--- src/rtl/exu_bpu_rf_rsp.sv ---
// rtl/exu_bpu_rf_rsp.sv - BPU rs1/x1 responder on the shared RF read port
//
// Serves one-shot rs1 reads for the IFU lite branch predictor (JALR targets)
// over the RF read port. The EXU always has priority on that port. Also keeps
// an x1 shadow copy and a count of dispatched-but-not-written-back x1 writers.
//
// Ports
//   clk, rst          clock, synchronous active-high reset
//   bpu2rf_rs1_ena    request pulse, bpu_rs1_idx = register to read
//   rf2bpu_rs1        rs1 response data (held between responses)
//   rf2bpu_rs1_vld    response pulse
//   bpu_rs1_busy      request in flight
//   rf2bpu_x1         x1 shadow value
//   bpu_x1_busy       x1 has outstanding writes
//   bpu_req_drop      sticky: request arrived while busy
//   exu_rf_ren        EXU owns the RF read port this cycle
//   rf_ren, rf_ridx   BPU-side RF read request
//   rf_rdata          RF read data, one cycle after rf_ren
//   disp_*            dispatch info for x1 writer tracking
//   wb_*              RF writeback strobe/index/data
//   flush             aborts any in-flight rs1 read

module exu_bpu_rf_rsp #(
    parameter int XLEN        = 32,
    parameter int RFIDX_WIDTH = 5,
    parameter int X1CNT_W     = 3
) (
    input  logic                   clk,
    input  logic                   rst,
    input  logic                   bpu2rf_rs1_ena,
    input  logic [RFIDX_WIDTH-1:0] bpu_rs1_idx,
    output logic [XLEN-1:0]        rf2bpu_rs1,
    output logic                   rf2bpu_rs1_vld,
    output logic                   bpu_rs1_busy,
    output logic [XLEN-1:0]        rf2bpu_x1,
    output logic                   bpu_x1_busy,
    output logic                   bpu_req_drop,
    input  logic                   exu_rf_ren,
    output logic                   rf_ren,
    output logic [RFIDX_WIDTH-1:0] rf_ridx,
    input  logic [XLEN-1:0]        rf_rdata,
    input  logic                   disp_ena,
    input  logic                   disp_rdwen,
    input  logic [RFIDX_WIDTH-1:0] disp_rdidx,
    input  logic                   wb_ena,
    input  logic [RFIDX_WIDTH-1:0] wb_idx,
    input  logic [XLEN-1:0]        wb_data,
    input  logic                   flush
);

    typedef enum logic [1:0] {
        S_IDLE = 2'd0,
        S_ARB  = 2'd1,
        S_READ = 2'd2
    } state_t;

    localparam logic [RFIDX_WIDTH-1:0] IDX_X0  = '0;
    localparam logic [RFIDX_WIDTH-1:0] IDX_X1  = RFIDX_WIDTH'(1);
    localparam logic [X1CNT_W-1:0]     CNT_MAX = '1;

    state_t                 state_q;
    logic [RFIDX_WIDTH-1:0] idx_q;
    logic [XLEN-1:0]        rs1_q;
    logic                   zero_vld_q;
    logic                   drop_q;
    logic [XLEN-1:0]        x1_q;
    logic [X1CNT_W-1:0]     cnt_q;

    logic                   rd_hit;
    logic                   wb_bypass;
    logic [XLEN-1:0]        rd_data;
    logic                   x1_inc;
    logic                   x1_dec;

    // RF data only exists in the READ cycle, so the response is presented
    // combinationally there and registered for holding afterwards. A same-
    // cycle writeback to the latched index wins over the (stale) port data.
    always_comb begin
        rd_hit         = (state_q == S_READ) && !flush;
        wb_bypass      = wb_ena && (wb_idx == idx_q) && (wb_idx != IDX_X0);
        rd_data        = wb_bypass ? wb_data : rf_rdata;
        rf2bpu_rs1     = rd_hit ? rd_data : rs1_q;
        rf2bpu_rs1_vld = rd_hit || zero_vld_q;
        bpu_rs1_busy   = (state_q != S_IDLE);
        rf_ren         = (state_q == S_ARB) && !exu_rf_ren;
        rf_ridx        = idx_q;
        bpu_req_drop   = drop_q;
        rf2bpu_x1      = x1_q;
        bpu_x1_busy    = (cnt_q != '0);
    end

    // rs1 request FSM. A flush wins over everything, including a request
    // arriving in the same cycle (which is silently discarded).
    always_ff @(posedge clk) begin
        if (rst) begin
            state_q    <= S_IDLE;
            idx_q      <= '0;
            rs1_q      <= '0;
            zero_vld_q <= 1'b0;
            drop_q     <= 1'b0;
        end else begin
            zero_vld_q <= 1'b0;
            if (flush) begin
                state_q <= S_IDLE;
            end else begin
                case (state_q)
                    S_IDLE: begin
                        if (bpu2rf_rs1_ena) begin
                            if (bpu_rs1_idx != IDX_X0) begin
                                idx_q   <= bpu_rs1_idx;
                                state_q <= S_ARB;
                            end else begin
                                // x0 reads need no port access
                                rs1_q      <= '0;
                                zero_vld_q <= 1'b1;
                            end
                        end
                    end
                    S_ARB: begin
                        if (!exu_rf_ren) begin
                            state_q <= S_READ;
                        end
                        if (bpu2rf_rs1_ena) begin
                            drop_q <= 1'b1;
                        end
                    end
                    S_READ: begin
                        rs1_q   <= rd_data;
                        state_q <= S_IDLE;
                        if (bpu2rf_rs1_ena) begin
                            drop_q <= 1'b1;
                        end
                    end
                    default: begin
                        state_q <= S_IDLE;
                    end
                endcase
            end
        end
    end

    // x1 shadow and pending-writer count. Flush leaves the count alone:
    // flushed writers are still retired through the writeback path.
    always_comb begin
        x1_inc = disp_ena && disp_rdwen && (disp_rdidx == IDX_X1);
        x1_dec = wb_ena && (wb_idx == IDX_X1);
    end

    always_ff @(posedge clk) begin
        if (rst) begin
            x1_q  <= '0;
            cnt_q <= '0;
        end else begin
            if (x1_dec) begin
                x1_q <= wb_data;
            end
            if (x1_inc && !x1_dec && (cnt_q != CNT_MAX)) begin
                cnt_q <= cnt_q + X1CNT_W'(1);
            end else if (x1_dec && !x1_inc && (cnt_q != '0)) begin
                cnt_q <= cnt_q - X1CNT_W'(1);
            end
        end
    end

endmodule

--- config.mk ---
export PLATFORM = sky130hd
export DESIGN_NAME = exu_bpu_rf_rsp
export DESIGN_NICKNAME = d
export VERILOG_FILES = /design/src/rtl/exu_bpu_rf_rsp.sv
export SDC_FILE = /design/constraint.sdc
export NUM_CORES = 1
export LEC_CHECK = 0
export CAP_MARGIN = 20
export CORE_ASPECT_RATIO = 2
export CORE_MARGIN = 4
export CORE_UTILIZATION = 44
export DETAILED_ROUTE_END_ITERATION = 10
export PLACE_DENSITY = 0.85
export REMOVE_ABC_BUFFERS = 1
export SETUP_SLACK_MARGIN = 0.05
export SYNTH_ARGS = -nofsm -noshare
export SYNTH_HDL_FRONTEND = slang
export SYNTH_SLANG_ARGS = --single-unit
--- constraint.sdc ---
create_clock -name clk -period 5.5 [get_ports clk]
set_clock_uncertainty 0.15 [all_clocks]
set_input_delay 0.55 -clock clk [delete_from_list [all_inputs] [get_ports clk]]
set_output_delay 0.55 -clock clk [all_outputs]
set_load 0.01 [all_outputs]
# Word level (Yosys, flattened, before mapping)

Cells that the tools add are included.

Reduce and logical (&&, ||, !) cells: 30
Bitwise gates (word level): 3
Muxes and demuxes: 12
Add/sub/neg operators: 2
Eq/ne operators: 10

Operators by type and width:

| operator                                             | number |
|---|---|
| two-way mux 32 bit                                   | 4 |
| one-hot mux 32 bit (2 select lines)                  | 1 |
| logical AND 1 bit                                    | 11 |
| equality test 5 x 1 -> 1 bit (second input constant) | 2 |
| nonzero test 5 bit                                   | 2 |
| != test 2 bit (second input constant)                | 4 |
| AND reduction 4 bit                                  | 2 |
| two-way mux 2 bit                                    | 3 |
| two-way mux 3 bit                                    | 2 |
| AND reduction 3 bit                                  | 2 |
| nonzero test 2 bit                                   | 3 |
| equality test 5 bit                                  | 1 |
| zero test 1 bit                                      | 4 |
| one-hot mux 2 bit (2 select lines)                   | 1 |
| OR reduction 2 bit                                   | 2 |
| OR reduction 4 bit                                   | 1 |
| adder 3 x 1 -> 3 bit (second input constant)         | 1 |
| != test 3 bit (second input constant)                | 1 |
| inverter 1 bit                                       | 3 |
| nonzero test 3 bit                                   | 1 |
| subtractor 3 x 1 -> 3 bit (second input constant)    | 1 |
| equality test 2 x 1 -> 1 bit (second input constant) | 1 |
| equality test 2 bit (second input constant)          | 1 |
| zero test 2 bit                                      | 1 |
| other kinds (2)                                      | 2 |

Output and inout bits: 74
Bits of input ports: 87
Logic and storage cells: 64
Flip-flop bits (word level): 76

# Logic depth before layout (Yosys ltp)

Gate-level depths: netlist of the first run.

Word-level depth: 7
Gate-level depth with buffers: 8
Mapped depth without buffers: 7

# Worst setup path before layout of the first run

No wires, ideal clock.

Path kind: input -> register
Start point: in disp_rdidx[3]
End point: reg cnt_q[2]
Arrival: 2.546 ns
Buffers on the path: 0
Path slack: 2.674 ns
Cell stages on the path: 7
Required time: 5.220 ns
Cells stage by stage: or4b_4 > or4_4 > nand2b_1 > fa_1 > nor3_1 > o21ai_0 > nor3b_2

Word-level cells in the longest chain between the ends: 6

RTL lines:

| element                        | line | source |
|---|---|---|
| start: declaration             | 44   | `input logic [RFIDX_WIDTH-1:0] disp_rdidx,` |
| equality test 5 x 1 -> 1 bit * | 145  | `x1_inc = disp_ena && disp_rdwen && (disp_rdidx == IDX_X1);` |
| logical AND 1 bit *            | 145  |  |
| zero test 1 bit                | 159  | `end else if (x1_dec && !x1_inc && (cnt_q != '0)) begin` |
| logical AND 1 bit (2 in a row) | 159  |  |
| nonzero test 2 bit (no line)   | --   |  |
| end signal: assignment         | 158  | `cnt_q <= cnt_q + X1CNT_W'(1);` |
| end signal: assignment         | 160  | `cnt_q <= cnt_q - X1CNT_W'(1);` |
| end: declaration               | 67   | `logic [X1CNT_W-1:0] cnt_q;` |

Every way passes the cells marked *; elsewhere a longest branch is shown, timed or not.
A chain may end at the register's enable or synchronous reset.

# Final worst setup path of the first run

Start point: in wb_idx[0]
End point: out rf2bpu_rs1[0]

Word-level cells in the longest chain between the ends: 5

RTL lines:

| element              | line | source |
|---|---|---|
| start: declaration   | 46   | `input logic [RFIDX_WIDTH-1:0] wb_idx,` |
| equality test 5 bit  | 80   | `wb_bypass = wb_ena && (wb_idx == idx_q) && (wb_idx != IDX_X0);` |
| logical AND 1 bit    | 80   |  |
| logical AND 1 bit *  | 80   |  |
| two-way mux 32 bit * | 81   | `rd_data = wb_bypass ? wb_data : rf_rdata;` |
| two-way mux 32 bit * | 82   | `rf2bpu_rs1 = rd_hit ? rd_data : rs1_q;` |
| end: declaration     | 32   | `output logic [XLEN-1:0] rf2bpu_rs1,` |

Marked as above.

==> results of run 1 <==
==> worst min path at each step <==
stage | from | end | slack [ns] | cells past startpoint
3_3_place_gp | rs1_q[27] | rs1_q[27] | 0.29 | 2
6_report | rs1_q[1] | rs1_q[1] | 0.30 | 2
2_1_floorplan | rs1_q[0] | rs1_q[0] | 0.28 | 2
5_1_grt | rf2bpu_x1[1] | rf2bpu_x1[1] | 0.32 | 2
4_1_cts | rs1_q[1] | rs1_q[1] | 0.30 | 2
3_5_place_dp | rs1_q[1] | rs1_q[1] | 0.29 | 2
==> stage by stage <==
step                      setup WS [ns]  std cells
final                              1.51        684
after CTS                          1.52        684
after global routing               1.40        684
after floorplan                    1.40        408
after detailed placement           1.52        668
after global placement             1.60        667
==> Yosys cell counts, drive strengths merged <==
library cell,n
a211o,2
a211oi,2
a21oi,35
a22oi,3
a31oi,1
and3,1
and4,1
buf,4
clkbuf,24
dfxtp,76
fa,1
ha,5
inv,4
mux2i,36
nand2,140
nand2b,3
nand3,1
nand4,1
nor2,11
nor2b,1
nor3,4
nor3b,2
nor4,1
o21ai,66
o31ai,1
or2,1
or3,1
or4,2
or4b,1
xnor2,5
==> cells by family (layout without fill, tap and decap cells) <==
kind of cell,after synthesis,after routing,synth area share (%)
AOI/OAI and AO/OA,110,110,16.8
xor gates and xnor gates,5,5,1.27
adders and majority gates,6,6,2.40
buffers and inverters,32,186,4.03
DFF,76,76,44.2
muxes,36,36,10.6
and+or+nand+nor,171,171,20.7
==> critical path, cell delays in order <==
cell and delay, ns:
clkdlybuf4s50_1 0.55, nor2_1 0.06, a211o_1 0.33, a211oi_4 0.19
buf_4 0.53, mux2i_1 0.23, o21ai_1 0.24, clkdlybuf4s50_1 0.59
==> per-layer routing <==
layer  wire, um  vias to the layer above  global-route usage [%]
met5          0                        -                       0
li1           -                     1773                       -
met2       6380                      146                    46.0
met3        529                       38                    5.44
met4        633                        0                    15.3
met1       3970                     1689                    22.8
==> flip-flops by register name, summed over array words and instances (netlist names) <==
register and flops:
zero_vld_q 1, rs1_q 32, rf2bpu_x1 32, rf_ridx 5
state_q 2, bpu_req_drop 1, cnt_q 3
==> report_power, final <==
part           switching [mW]  leakage (nW)  internal (mW)
Sequential            0.00412         0.613          0.556
Combinational          0.0591          1.07         0.0824
Clock                   0.215         0.131          0.317
Total                   0.278          1.82          0.955
==> area by class of cell <==
type | instances | area, um^2 | share of cell area [%]
inverters | 4 | 15.0 | 0.279
multi-input cells | 328 | 1810 | 33.5
repair buffers | 166 | 1660 | 30.8
flip-flops and latches | 76 | 1520 | 28.2
clock inverters | 2 | 10.0 | 0.186
well taps | 94 | 118 | 2.18
clock buffers | 14 | 254 | 4.72
==> out/results.ini, run 1 <==
[floorplanning]
core_um2=7600
die_y_um=133
dieWidth_um=70.6
row_count=45
ios=161
die_area_um2=9390
initial_core_util_pct=45.3

[grt]
grt_max_degree=47
grt-ovfl-total=0
grt_antenna_before_repair=0
grt_pass1_vias=3682
grt_usage_pct=24.4
grt_pass1_wl_mm=18.1

[timing]
final_max_slew_viol_count=0
fmax_ghz=0.251
worstMarginPinSlew_ns=0.964
rsz0062_at_grt=false
hold_ws_ns=0.297
finalSetupViolCount=0
period_needed_ns=3.99
fin_crit_sh_pct=72.5
fin_tns_setup_ns=0
relSlewSlack_pct=35.8
hold_viol=0

[worst_setup_path]
crit_fanout=32
crit_type=primary input to primary output
startpoint=wb_idx[0]
crit_path_end_kind=primary output
cp_data_required_time_ns=4.80
rr_worst_depth=8
critPathLaunchType=primary input
critical_path.endpoint=rf2bpu_rs1[0]
r2r_setup_slack_ns=2.97
arrival_ns=3.29
rr_endpoint=rs1_q[10]
reg2reg_from=state_q[0]

[placed_design]
gp_congestion=0.827
dp_hpwl_mm=8.37
portBuffers=160
post_dp_cell_area_um2=5120

[drt]
drtIter0Drc=232
drt_wl_total_mm=11.5
drt_pre_antenna_iters=4
vias=3646
drc=0
drtAntennaViolNets=0
avgRoutedWirePerCell_um=16.8
vias_per_cell=5.33

[logic_synthesis]
synth_seq_area_share_pct=44.2
yosysTopAreaCellShare_pct=44.2
avgSynthCellArea_um2=7.90
synthCells=436
synth.area.top_cells=dfxtp_1 44%, nand2_1 15%, mux2i_1 10%, o21ai_1 9.3%, a21oi_1 5.1%
synth_top_area_cell=dfxtp_1
yosysUniqueCellTypes=35
synth_seq_cells=76
netlist_area_um2=3440
yosys_warnings=0

[cts]
holdBufCountCts=0
cts_tree=done
worstSkewPairLatency_ns=0.33
htree_levels=3
clkSlewWorstSetupHoldPaths_ns=0.05
post_cts.repair.setup_buffers=0
cts.sinks=76
clk_path_buf_depth=2
root_buffer=clkbuf_16
cts_resized=0
cts_buffers=9

[power]
max-vdd-ir-drop_v=0.000220
p_leak_nw=1.82
total_power_mw=1.23
powerDensity_nw_per_um2=229

[layout]
post-route-util_pct=70.9
design_area_um2=5390
syn2layout_area_growth_pct=56.4
layout_commonest_cell=clkdlybuf4s50_1
diodes=0
nets=678
drive_gt1_share_pct=4.75
layout_common_cells=159 x clkdlybuf4s50_1, 140 x nand2_1, 76 x dfxtp_1
final.fill_count=606

[run_status]
status=complete, no violations

[run]
maxCapViolCount=0

[hold_path]
worstHoldPathType=flop to flop

(Power assumes the default switching activity.)
==> run 2: changes to the inputs <==
- CORE_UTILIZATION: 44 -> 41
- PLACE_DENSITY: 0.85 -> 0.8
- clock period: 5.5 -> 4 ns (I/O delays scaled with it)
==> out/results.ini, run 2 (same netlist as run 1, synthesis figures left out) <==
[worst_setup_path]
cp_data_required_time_ns=3.45  ; -1.35 ns
cp_slowest_cell=clkdlybuf4s50_1
slowest_delay_ns=0.54  ; -0.05 ns
crit_path_end_kind=primary output
crit_top_cell=clkdlybuf4s50_1
crit_type=primary input to primary output
critPathLaunchType=primary input
arrival_ns=2.83  ; -0.46 ns
crit_fanout=17  ; -47%
path_buf_inv=3  ; unchanged
cp_cell_sequence=clkdlybuf4s50_1 -> nor2_1 -> a211o_1 -> a211oi_4 -> buf_4 -> mux2i_1 -> o21ai_1 -> clkdlybuf4s50_1
r2r_setup_slack_ns=1.20  ; -1.77 ns
cp_top_family=buffers and inverters

[floorplanning]
ios=161  ; unchanged
core_um2=8230  ; +8.3%
row_count=47  ; +4.4%
dieWidth_um=72.8  ; +3.2%
die_y_um=138  ; +3.4%
initial_core_util_pct=41.8  ; -3.5 points
die_area_um2=10000  ; +6.7%

[layout]
nets=679  ; +0.15%
syn2layout_area_growth_pct=58.3
design_area_um2=5450  ; +1.2%
layout_commonest_cell=clkdlybuf4s50_1
post-route-util_pct=66.2  ; -4.6 points
diodes=0  ; unchanged
drive_gt1_share_pct=5.41  ; +0.67 points
layout_common_cells=159 x clkdlybuf4s50_1, 140 x nand2_1, 76 x dfxtp_1

[grt]
grt_pass1_wl_mm=16.9  ; -6.7%
grt_antenna_before_repair=0  ; unchanged
grt_usage_pct=21.7  ; -2.6 points
grt-ovfl-total=0  ; unchanged
grt_max_degree=47  ; unchanged
grt_pass1_vias=3559  ; -3.3%

[timing]
relSlewSlack_pct=38.8  ; +3.0 points
period_needed_ns=3.38
worst_slack_ns=0.621  ; -0.890 ns
hold_ws_ns=0.295  ; -0.00162 ns
worstMarginPinSlew_ns=0.919  ; -0.0452 ns
fin_tns_setup_ns=0  ; unchanged
finalSetupViolCount=0  ; unchanged
rsz0062_at_grt=false
hold_viol=0  ; unchanged
fin_crit_sh_pct=84.5
final_max_slew_viol_count=0  ; unchanged
fmax_ghz=0.296

[power]
pwr-share-comb_pct=10.8  ; -0.7 points
p_leak_nw=1.85  ; +1.6%
powerDensity_nw_per_um2=326  ; +43%
p_seq_share_pct=43.2  ; -2.2 points
p_switching_mw=0.387  ; +39%
p_int_mw=1.39  ; +46%
clkPwrFrac_pct=45.9  ; +2.8 points
p_sw_share_pct=21.7  ; -0.83 points
max-vdd-ir-drop_v=0.000379  ; +72%

[cts]
worstSkewPairLatency_ns=0.33  ; about the same
clk_path_buf_depth=2  ; unchanged
cts_resized=0  ; unchanged
cts_tree=done
root_buffer=clkbuf_16
htree_levels=3  ; unchanged
cts.sinks=76  ; unchanged
post_cts.repair.setup_buffers=0  ; unchanged
clkSlewWorstSetupHoldPaths_ns=0.06  ; about the same
holdBufCountCts=0  ; unchanged
cts_buffers=9  ; unchanged

[drt]
drt_wl_total_mm=11.0  ; -4.2%
avgRoutedWirePerCell_um=16.0  ; -4.9%
drtAntennaViolNets=0  ; unchanged
drc=0  ; unchanged
drtIter0Drc=213  ; -8.2%
vias_per_cell=5.20  ; -2.4%
drt_pre_antenna_iters=4  ; unchanged
vias=3583  ; -1.7%

[placed_design]
gp_congestion=0.879  ; +6.3%
dp_hpwl_mm=8.34  ; -0.46%
portBuffers=160  ; unchanged
place_ws_ns=0.601  ; -0.920 ns
post_dp_cell_area_um2=5150  ; +0.49%

[run]
maxCapViolCount=0  ; unchanged

[hold_path]
worstHoldPathType=flop to flop

[run_status]
status=complete, no violations

-- run 2: cell types whose count changed in the layout (fill, tap and decap cells not counted) --
cell,delta
bufinv_16,+1
buf_12,+1
clkbuf_8,+1
clkinvlp_4,+1
clkbuf_1,-3
-- run 2: final cells by class --
type / count / area [um^2]
fillers: 703 / 2780
multi-input cells: 328 / 1810
repair buffers: 167 / 1680
flip-flops and latches: 76 / 1520
clock buffers: 12 / 256
well taps: 98 / 123
clock inverters: 4 / 47.5
inverters: 4 / 15.0
-- run 2: per-layer routing --
layer | global-route usage, % | up-vias | routed length, um
met5 | 0 | - | 0
met4 | 9.55 | 0 | 354
met2 | 41.6 | 118 | 6230
met3 | 4.46 | 24 | 557
met1 | 21.7 | 1673 | 3880
li1 | - | 1768 | -
-- run 2: path summary, 6_finish.rpt --
kind | start | to | cells after the start
worst max-delay path | wb_idx[0] | rf2bpu_rs1[21] | 8
worst min-delay path | rs1_q[21] | rs1_q[21] | 2
worst max register to register | state_q[0] | rs1_q[12] | 8
worst min register to register | rs1_q[21] | rs1_q[21] | 2
-- run 2: power groups by stage --
stage | Combinational (mW) | Clock [mW] | Sequential, mW
final | 0.193 | 0.817 | 0.769
after global routing | 0.208 | 0.861 | 0.769
after CTS | 0.194 | 0.831 | 0.769
after detailed placement | 0.193 | 0 | 0.785
after global placement | 0.190 | 0 | 0.785
after floorplan | 0.0544 | 0 | 0.787
-- run 2: worst register-to-register path: stages (launching register included) --
cell      delay [ns]
dfxtp_1         0.37
inv_1           0.10
ha_1            0.21
nand2b_2        0.48
nor2_1          0.17
a211oi_4        0.72
buf_4           0.37
nand2_1         0.08
o21ai_1         0.07
-- run 2: metrics by stage --
step / cells / total power [mW]
2_1_floorplan: 408 / 0.841
3_5_place_dp: 673 / 0.979
4_1_cts: 689 / 1.79
3_3_place_gp: 672 / 0.975
5_1_grt: 689 / 1.84
6_report: 689 / 1.78
==> run 3: changes to the inputs <==
- CORE_UTILIZATION: 41 -> 37
- PLACE_DENSITY: 0.8 -> 0.76
- clock period: 4 -> 2.7 ns (I/O delays scaled with it)
==> out/results.ini, run 3 (same netlist as run 1, synthesis figures left out) <==
[run_status]
status=complete, no violations

[timing]
hold_viol=0  ; unchanged
fin_crit_sh_pct=96.6
fmax_ghz=0.383
hold_ws_ns=0.226  ; -0.0692 ns
worstMarginPinSlew_ns=0.567  ; -0.351 ns
finalSetupViolCount=0  ; unchanged
period_needed_ns=2.61
final_max_slew_viol_count=0  ; unchanged
worst_slack_ns=0.0906  ; -0.530 ns
relSlewSlack_pct=62.1  ; +23 points
rsz0062_at_grt=true

[layout]
layout_commonest_cell=nand2_1
final.fill_count=726  ; +3.3%
fin_cells=759  ; +10%
drive_gt1_share_pct=24.5  ; +19 points
post-route-util_pct=68.1  ; +1.9 points
syn2layout_area_growth_pct=79.4
nets=745  ; +9.7%
layout_common_cells=140 x nand2_1, 122 x clkdlybuf4s50_1, 71 x dfxtp_1
diodes=0  ; unchanged

[drt]
vias=3931  ; +9.7%
drc=0  ; unchanged
drtAntennaViolNets=0  ; unchanged
avgRoutedWirePerCell_um=17.2  ; +7.4%
drt_pre_antenna_iters=4  ; unchanged
drtIter0Drc=197  ; -7.5%
vias_per_cell=5.18  ; -0.41%
drt_wl_total_mm=13.0  ; +18%

[grt]
grt_max_degree=38  ; -19%
grt_pass1_vias=4089  ; +15%
grt_usage_pct=23.9  ; +2.2 points
grt-busiest-layer=met2
grtUsageMet2_pct=46.4  ; +4.8 points
grtUsageMet1_pct=22.0  ; +0.28 points
grt-ovfl-total=0  ; unchanged
grt_pass1_wl_mm=20.5  ; +22%
grt_antenna_before_repair=0  ; unchanged
grt_use_met3_pct=4.55  ; +0.095 points

[hold_path]
min_from=rst
worstHoldPathType=primary input to flop

[cts]
cts_buffers=9  ; unchanged
cts.sinks=76  ; unchanged
root_buffer=clkbuf_16
holdBufCountCts=0  ; unchanged
clkSlewWorstSetupHoldPaths_ns=0.06  ; about the same
cts_tree=done
worstSkewPairLatency_ns=0.33  ; about the same
clk_path_buf_depth=2  ; unchanged
htree_levels=3  ; unchanged

[placed_design]
dp_hpwl_mm=8.86  ; +6.3%
gp_congestion=0.841  ; -4.3%
place_ws_ns=-0.331  ; -0.932 ns
portBuffers=160  ; unchanged
dp_cells=706  ; +4.9%

[worst_setup_path]
crit_path_end_kind=primary output
arrival_ns=2.19  ; -0.64 ns
crit_type=primary input to primary output
reg2reg_from=cnt_q[0]
startpoint=wb_idx[2]
cp_data_required_time_ns=2.28  ; -1.17 ns
cp_slowest_cell=a211o_1
cp_cell_sequence=dlygate4sd2_1 -> nor2_1 -> a211o_1 -> a211oi_4 -> buf_6 -> bufbuf_16 -> mux2i_4 -> o21ai_1 -> buf_2
critPathLaunchType=primary input
crit_fanout=4  ; -13
slowest_delay_ns=0.33  ; -0.21 ns

[power]
max-vdd-ir-drop_v=0.000332  ; -12%
p_leak_nw=2.32  ; +25%
total_power_mw=2.64  ; +48%
powerDensity_nw_per_um2=426  ; +31%

[floorplanning]
core_um2=9070  ; +10%
row_count=49  ; +4.3%
ios=161  ; unchanged
die_area_um2=11000  ; +9.9%
initial_core_util_pct=38.0  ; -3.9 points
dieWidth_um=76.2  ; +4.7%
die_y_um=144  ; +5.0%

[run]
maxCapViolCount=0  ; unchanged

-- run 3: changes by cell type in the layout (fill, tap and decap cells not counted), sizes merged --
cell,before,now
buf,8,87
bufbuf,0,1
bufinv,1,0
clkbuf,12,16
clkdlybuf4s15,0,11
clkdlybuf4s50,159,122
clkinv,2,4
dlygate4sd2,0,7
-- run 3: stage by stage --
step / TNS (ns) / area, um^2
finish: 0 / 6180
global route: 0 / 6180
CTS: 0 / 6090
detailed placement: -9.02 / 5360
global placement: -8.41 / 5360
floorplan: -71.04 / 3320
-- run 3: power by group --
part	switching [mW]	internal, mW	total (mW)
registers	0.00746	1.13	1.14
clock network	0.449	0.640	1.09
logic	0.161	0.246	0.407
total	0.618	2.02	2.64
-- run 3: layout make-up --
cell class	instances	area (um^2)	share of cell area [%]
Tap cell	102	128	2.06
Clock inverter	5	27.5	0.445
Timing Repair Buffer	233	2160	34.9
Multi-Input combinational cell	328	2080	33.7
Inverter	4	15.0	0.243
Sequential cell	76	1530	24.7
Clock buffer	11	243	3.93
-- run 3: critical path, delay by kind of cell --
family,cells,cell delay (ns)
compound gates,3,0.72
buf+inv,4,0.88
mux,1,0.24
simple gates,1,0.08
-- run 3: repair_timing --
item	in CTS	in global routing
pin swaps	8	4
setup endpoints to repair	33	36
setup buffers	31	3
gates cloned	3	0
gates resized for setup	139	26
-- run 3: path summary, 6_finish.rpt --
| path | to | slack, ns | cells after the start |
|---|---|---|---|
| setup / recovery | rf2bpu_rs1[21] | 0.09 | 9 |
| hold / removal | rf_ridx[0] | 0.23 | 2 |
| setup reg to reg | cnt_q[2] | 0.43 | 7 |
| hold reg to reg | rs1_q[12] | 0.30 | 2 |
-- run 3: metal layers --
layer	vias up	part of all wire [%]	routed length, um
met5	-	0	0
met4	0	6.2	805
met2	129	56	7330
met3	49	3.4	438
li1	1911	-	-
met1	1842	34	4470
